--- src/rtl/signal_gen_scheduler.sv ---
// signal_gen_scheduler
//
// Round-robin owner of a single signal_generator. One requester is granted
// at a time. The scheduler latches that requester's pattern and effective
// frame period, and holds the generator in reset except during the burst.
// A burst is BURST full frames of Teff clocks each.
//
// Build option:
//   SCHED_ABORT_EN - when defined, a burst ends early at the first frame
//                    boundary where the owner's req is low. A frame is never
//                    cut short. When undefined, req is ignored while granted.
//
// Ports:
//   clk        system clock
//   reset      synchronous, active-high
//   req        per-requester request level
//   pat_in     requester i pattern at [i*WIDTH +: WIDTH]
//   period_in  requester i frame period (clocks) at [i*32 +: 32]
//   gen_reset  generator reset; low only while a burst is running
//   gen_N      latched pattern for the generator
//   gen_T1     latched effective frame period (never below WIDTH*T2)
//   grant      one-hot current owner, 0 when idle
//   done       one-cycle pulse on the owner's bit when its burst ends
//   busy       high while loading or running a burst
module signal_gen_scheduler #(
  parameter int WIDTH = 8,
  parameter int T2    = 9,
  parameter int NREQ  = 4,
  parameter int BURST = 4
) (
  input  logic                   clk,
  input  logic                   reset,
  input  logic [NREQ-1:0]        req,
  input  logic [NREQ*WIDTH-1:0]  pat_in,
  input  logic [NREQ*32-1:0]     period_in,
  output logic                   gen_reset,
  output logic [WIDTH-1:0]       gen_N,
  output logic [31:0]            gen_T1,
  output logic [NREQ-1:0]        grant,
  output logic [NREQ-1:0]        done,
  output logic                   busy
);

  localparam int          PW      = (NREQ > 1) ? $clog2(NREQ) : 1;
  localparam logic [31:0] MIN_T   = 32'(WIDTH * T2);
  localparam logic [31:0] BURST_W = 32'(BURST);

  typedef enum logic [1:0] {S_IDLE, S_LOAD, S_RUN, S_DONE} state_t;

  state_t            state_reg, state_next;
  logic [PW-1:0]     ptr_reg, ptr_next;
  logic [NREQ-1:0]   grant_reg, grant_next;
  logic [WIDTH-1:0]  gen_n_reg, gen_n_next;
  logic [31:0]       gen_t1_reg, gen_t1_next;
  logic [31:0]       cyc_reg, cyc_next;
  logic [31:0]       frm_reg, frm_next;

  // Unpacked views of the flat requester buses.
  logic [WIDTH-1:0]  pat_arr    [NREQ];
  logic [31:0]       period_arr [NREQ];

  genvar gi;
  generate
    for (gi = 0; gi < NREQ; gi++) begin : g_unpack
      assign pat_arr[gi]    = pat_in[gi*WIDTH +: WIDTH];
      assign period_arr[gi] = period_in[gi*32 +: 32];
    end
  endgenerate

  // A period of 0, or one shorter than a full pattern, is replaced by
  // one full pattern length so that a frame always fits.
  function automatic logic [31:0] eff_period(input logic [31:0] p);
    return (p < MIN_T) ? MIN_T : p;
  endfunction

  // Round-robin search. Offsets are scanned from high to low so that the
  // last hit, which is the one that wins, is the nearest set bit at or
  // above the pointer.
  logic          found;
  logic [PW-1:0] sel;
  int            cand;

  always_comb begin
    found = 1'b0;
    sel   = '0;
    cand  = 0;
    for (int off = NREQ - 1; off >= 0; off--) begin
      cand = int'(ptr_reg) + off;
      if (cand >= NREQ) cand = cand - NREQ;
      if (req[cand]) begin
        found = 1'b1;
        sel   = PW'(cand);
      end
    end
  end

  // Early termination request at a frame boundary.
  logic abort;
`ifdef SCHED_ABORT_EN
  assign abort = ~|(req & grant_reg);
`else
  assign abort = 1'b0;
`endif

  logic frame_end;
  assign frame_end = (cyc_reg == gen_t1_reg - 32'd1);

  always_comb begin
    state_next  = state_reg;
    ptr_next    = ptr_reg;
    grant_next  = grant_reg;
    gen_n_next  = gen_n_reg;
    gen_t1_next = gen_t1_reg;
    cyc_next    = cyc_reg;
    frm_next    = frm_reg;
    gen_reset   = 1'b1;
    busy        = 1'b0;
    done        = '0;

    case (state_reg)
      S_IDLE: begin
        grant_next = '0;
        if (found) begin
          grant_next  = {{(NREQ-1){1'b0}}, 1'b1} << sel;
          gen_n_next  = pat_arr[sel];
          gen_t1_next = eff_period(period_arr[sel]);
          ptr_next    = (sel == PW'(NREQ - 1)) ? '0 : sel + 1'b1;
          state_next  = S_LOAD;
        end
      end
      S_LOAD: begin
        busy       = 1'b1;
        cyc_next   = '0;
        frm_next   = '0;
        state_next = S_RUN;
      end
      S_RUN: begin
        gen_reset = 1'b0;
        busy      = 1'b1;
        if (frame_end) begin
          cyc_next = '0;
          frm_next = frm_reg + 32'd1;
          if ((frm_reg + 32'd1 == BURST_W) || abort) begin
            state_next = S_DONE;
          end
        end else begin
          cyc_next = cyc_reg + 32'd1;
        end
      end
      S_DONE: begin
        done       = grant_reg;
        grant_next = '0;
        state_next = S_IDLE;
      end
      default: state_next = S_IDLE;
    endcase
  end

  always_ff @(posedge clk) begin
    if (reset) begin
      state_reg  <= S_IDLE;
      ptr_reg    <= '0;
      grant_reg  <= '0;
      gen_n_reg  <= '0;
      gen_t1_reg <= '0;
      cyc_reg    <= '0;
      frm_reg    <= '0;
    end else begin
      state_reg  <= state_next;
      ptr_reg    <= ptr_next;
      grant_reg  <= grant_next;
      gen_n_reg  <= gen_n_next;
      gen_t1_reg <= gen_t1_next;
      cyc_reg    <= cyc_next;
      frm_reg    <= frm_next;
    end
  end

  assign gen_N  = gen_n_reg;
  assign gen_T1 = gen_t1_reg;
  assign grant  = grant_reg;

endmodule

--- config.mk ---
export PLATFORM = sky130hd
export DESIGN_NAME = signal_gen_scheduler
export DESIGN_NICKNAME = d
export VERILOG_FILES = /design/src/rtl/signal_gen_scheduler.sv
export SDC_FILE = /design/constraint.sdc
export NUM_CORES = 1
export LEC_CHECK = 0
export BUFFER_PORTS_ARGS = -buffer_cell sky130_fd_sc_hd__buf_2
export CAP_MARGIN = 20
export CORE_MARGIN = 5
export CORE_UTILIZATION = 55
export CTS_CLUSTER_DIAMETER = 150
export DETAILED_ROUTE_END_ITERATION = 12
export GPL_TIMING_DRIVEN = 1
export PLACE_DENSITY = 0.91
export SYNTH_ARGS = -nofsm -noshare
export SYNTH_HDL_FRONTEND = slang
export SYNTH_SLANG_ARGS = --single-unit
--- constraint.sdc ---
create_clock -name clk -period 8.6 [get_ports clk]
set_input_delay 0.86 -clock clk [delete_from_list [all_inputs] [get_ports clk]]
set_output_delay 0.86 -clock clk [all_outputs]
set_load 0.01 [all_outputs]
==> flow_metrics.tcl <==
set metrics [dict create \
    outcome "finished clean" \
    fillers 1223 \
    ys_warn_count 0 \
    htree_levels 3 \
    p_leak_nw 3.91 \
    clock_sink_count 112 \
    synthCells 1058 \
    cts_root_buf "clkbuf_16" \
    multi_input_area_um2 5490 \
    grt_remaining_overflow 0 \
    path_class "flip-flop to flip-flop" \
    total_power_mw 2.71 \
    avgSynthCellArea_um2 7.71 \
    wl_met2_mm 11.6 \
    grt_use_total 0.259 \
    met1_length_mm 9.66 \
    min_period_over_period 0.566 \
    period_minus_slack_ns 4.87 \
    tns_ns 0 \
    die_area_um2 17400 \
    critPathCaptureType "flip-flop" \
    yosysTopAreaCell "dfxtp_1" \
    die_w_um 132 \
    final_cell_mix "buf_2, nand2_1, nor2_1, dfxtp_1, mux2i_1" \
    ant_nets 0 \
    syn_nets 1235 \
    path_clk_slew_ns 0.08 \
    grt_max_degree 74 \
    tightest_slew_ns 1.01 \
    grt_pass1_vias 7927 \
    drive_above_1_share 0.237 \
    cts_tree "done" \
    antenna_cells 0 \
    vias 8434 \
    dp_hpwl_mm 18.2 \
    crit_fanout 37 \
    ff_latch_area_um2 2240 \
    antenna_found_initial 0 \
    drv_cap 0 \
    hold_viol 0 \
    clockBufferDepth 2 \
    skew_ns 0.0101 \
    ctsResizeCount 0 \
    syn-cell-area_um2 8160 \
    highest_layer "met4" \
    synth_edf_count 0 \
    cts-buffers-inserted 9 \
    routedWlPerCell_um 17.0 \
    ys_ff_latch 112 \
    final_nets 1386 \
    numPortBuffers 215 \
    die_h_um 132 \
    met3_length_mm 1.61 \
    yosysUniqueCellTypes 68 \
    worstPathRequired_ns 8.85 \
    num_io_pins 216 \
    start_util 0.561 \
    viasPerCell 6.03 \
    coreArea_um2 14500 \
    drc 0 \
    final_common_cell "buf_2" \
    fmax_ghz 0.205 \
    powerDensity_nw_per_um2 285 \
    grt_pass1_wl_mm 38.3 \
    place_congestion 0.976 \
    firstDrtPassIters 6 \
    ff2ff_setup_slack_ns 3.73 \
    cts.hold.buffers_added 0 \
    clkLatencyLatePin_ns 0.36 \
    syn_to_final_growth_pct 16.2 \
    wirelength_mm 23.8 \
    cp.arrival_ns 5.12 \
    drt_iter0_markers 770 \
    rows 44 \
    synth_ff_type "dfxtp_1" \
    startpoint_type "flip-flop" \
    yosysSeqAreaShare 0.275 \
    setup_viol 0 \
    synth_top_area_frac 0.275 \
    peakVddDrop_mv 0.212 \
    rsz0062_at_grt "no" \
    drv_slew 0 \
    async_flop_share 0 \
    hold_path_class "flip-flop to flip-flop" \
    cts_setup_buffers 0 \
    relSlewSlack 0.328 \
    synthTopCellsByArea "dfxtp_1, mux2i_1, nand2_1" \
]
[where the power goes]
part           internal, mW  total (mW)  switching (mW)  leakage, nW
registers             0.616       0.780           0.164        0.912
clock network         0.227       0.432           0.205        0.154
logic                 0.592        1.49           0.903         2.85
total                  1.44        2.71            1.27         3.91
[synth_stat cells (all sizes together), types with 18 or more instances]
cell type	instances
nor3	28
clkbuf	50
nand4	40
nor2	116
a21oi	56
nand2	140
and3	29
mux2i	56
xor2	31
nor4	21
o211ai	18
o31ai	19
xnor2	44
buf	31
mux2	19
dfxtp	112
o21ai	24
nand3	37
inv	24
[routing by layer]
metal / up-vias / global-route usage
met5: - / 0
met4: 0 / 0.106
met3: 71 / 0.0622
met2: 348 / 0.450
met1: 3890 / 0.305
li1: 4125 / -
[kinds of logic after synthesis]
family | after synthesis | synth area share
compound gates | 194 | 0.170
xor+xnor | 76 | 0.0833
fa+ha+maj | 11 | 0.0169
buf+inv | 105 | 0.0544
flops | 112 | 0.275
mux | 75 | 0.0949
simple gates | 485 | 0.306
[final timing paths]
path / end / from / depth (start not counted)
setup / recovery: frm_reg[28] / gen_T1[0] / 9
hold / removal: gen_N[2] / gen_N[2] / 2
setup reg to reg: frm_reg[28] / gen_T1[0] / 9
hold reg to reg: gen_N[2] / gen_N[2] / 2
[critical path, cell delays in order, from the launching register on]
cell     delay [ns]
dfxtp_1        0.37
nor3_1         0.67
nand4_1        0.52
or4_1          0.64
a22o_1         0.27
nor4_4         0.29
nand4_2        0.50
a31oi_4        1.01
o21ai_1        0.15
mux2_2         0.31
[area by class of cell]
type / count / share of cell area
Multi-Input combinational cell: 841 / 0.579
Tap cell: 184 / 0.0243
Clock buffer: 12 / 0.0281
Sequential cell: 112 / 0.236
Timing Repair Buffer: 221 / 0.118
Inverter: 24 / 0.00950
Clock inverter: 4 / 0.00422
[per-stage QoR]
step / cells / cell area (um^2) / util / setup WS, ns / hold WS (ns)
finish: 1398 / 9480 / 0.652 / 3.73 / 0.456
global route: 1398 / 9480 / 0.652 / 3.45 / 0.472
CTS: 1398 / 9480 / 0.652 / 3.78 / 0.455
detailed placement: 1382 / 9180 / 0.631 / 3.75 / 0.444
global placement: 1382 / 9180 / 0.631 / 3.89 / 0.440
floorplan: 1058 / 8160 / - / 4.82 / 0.455
Note: power is estimated with default switching activity, not from simulation.
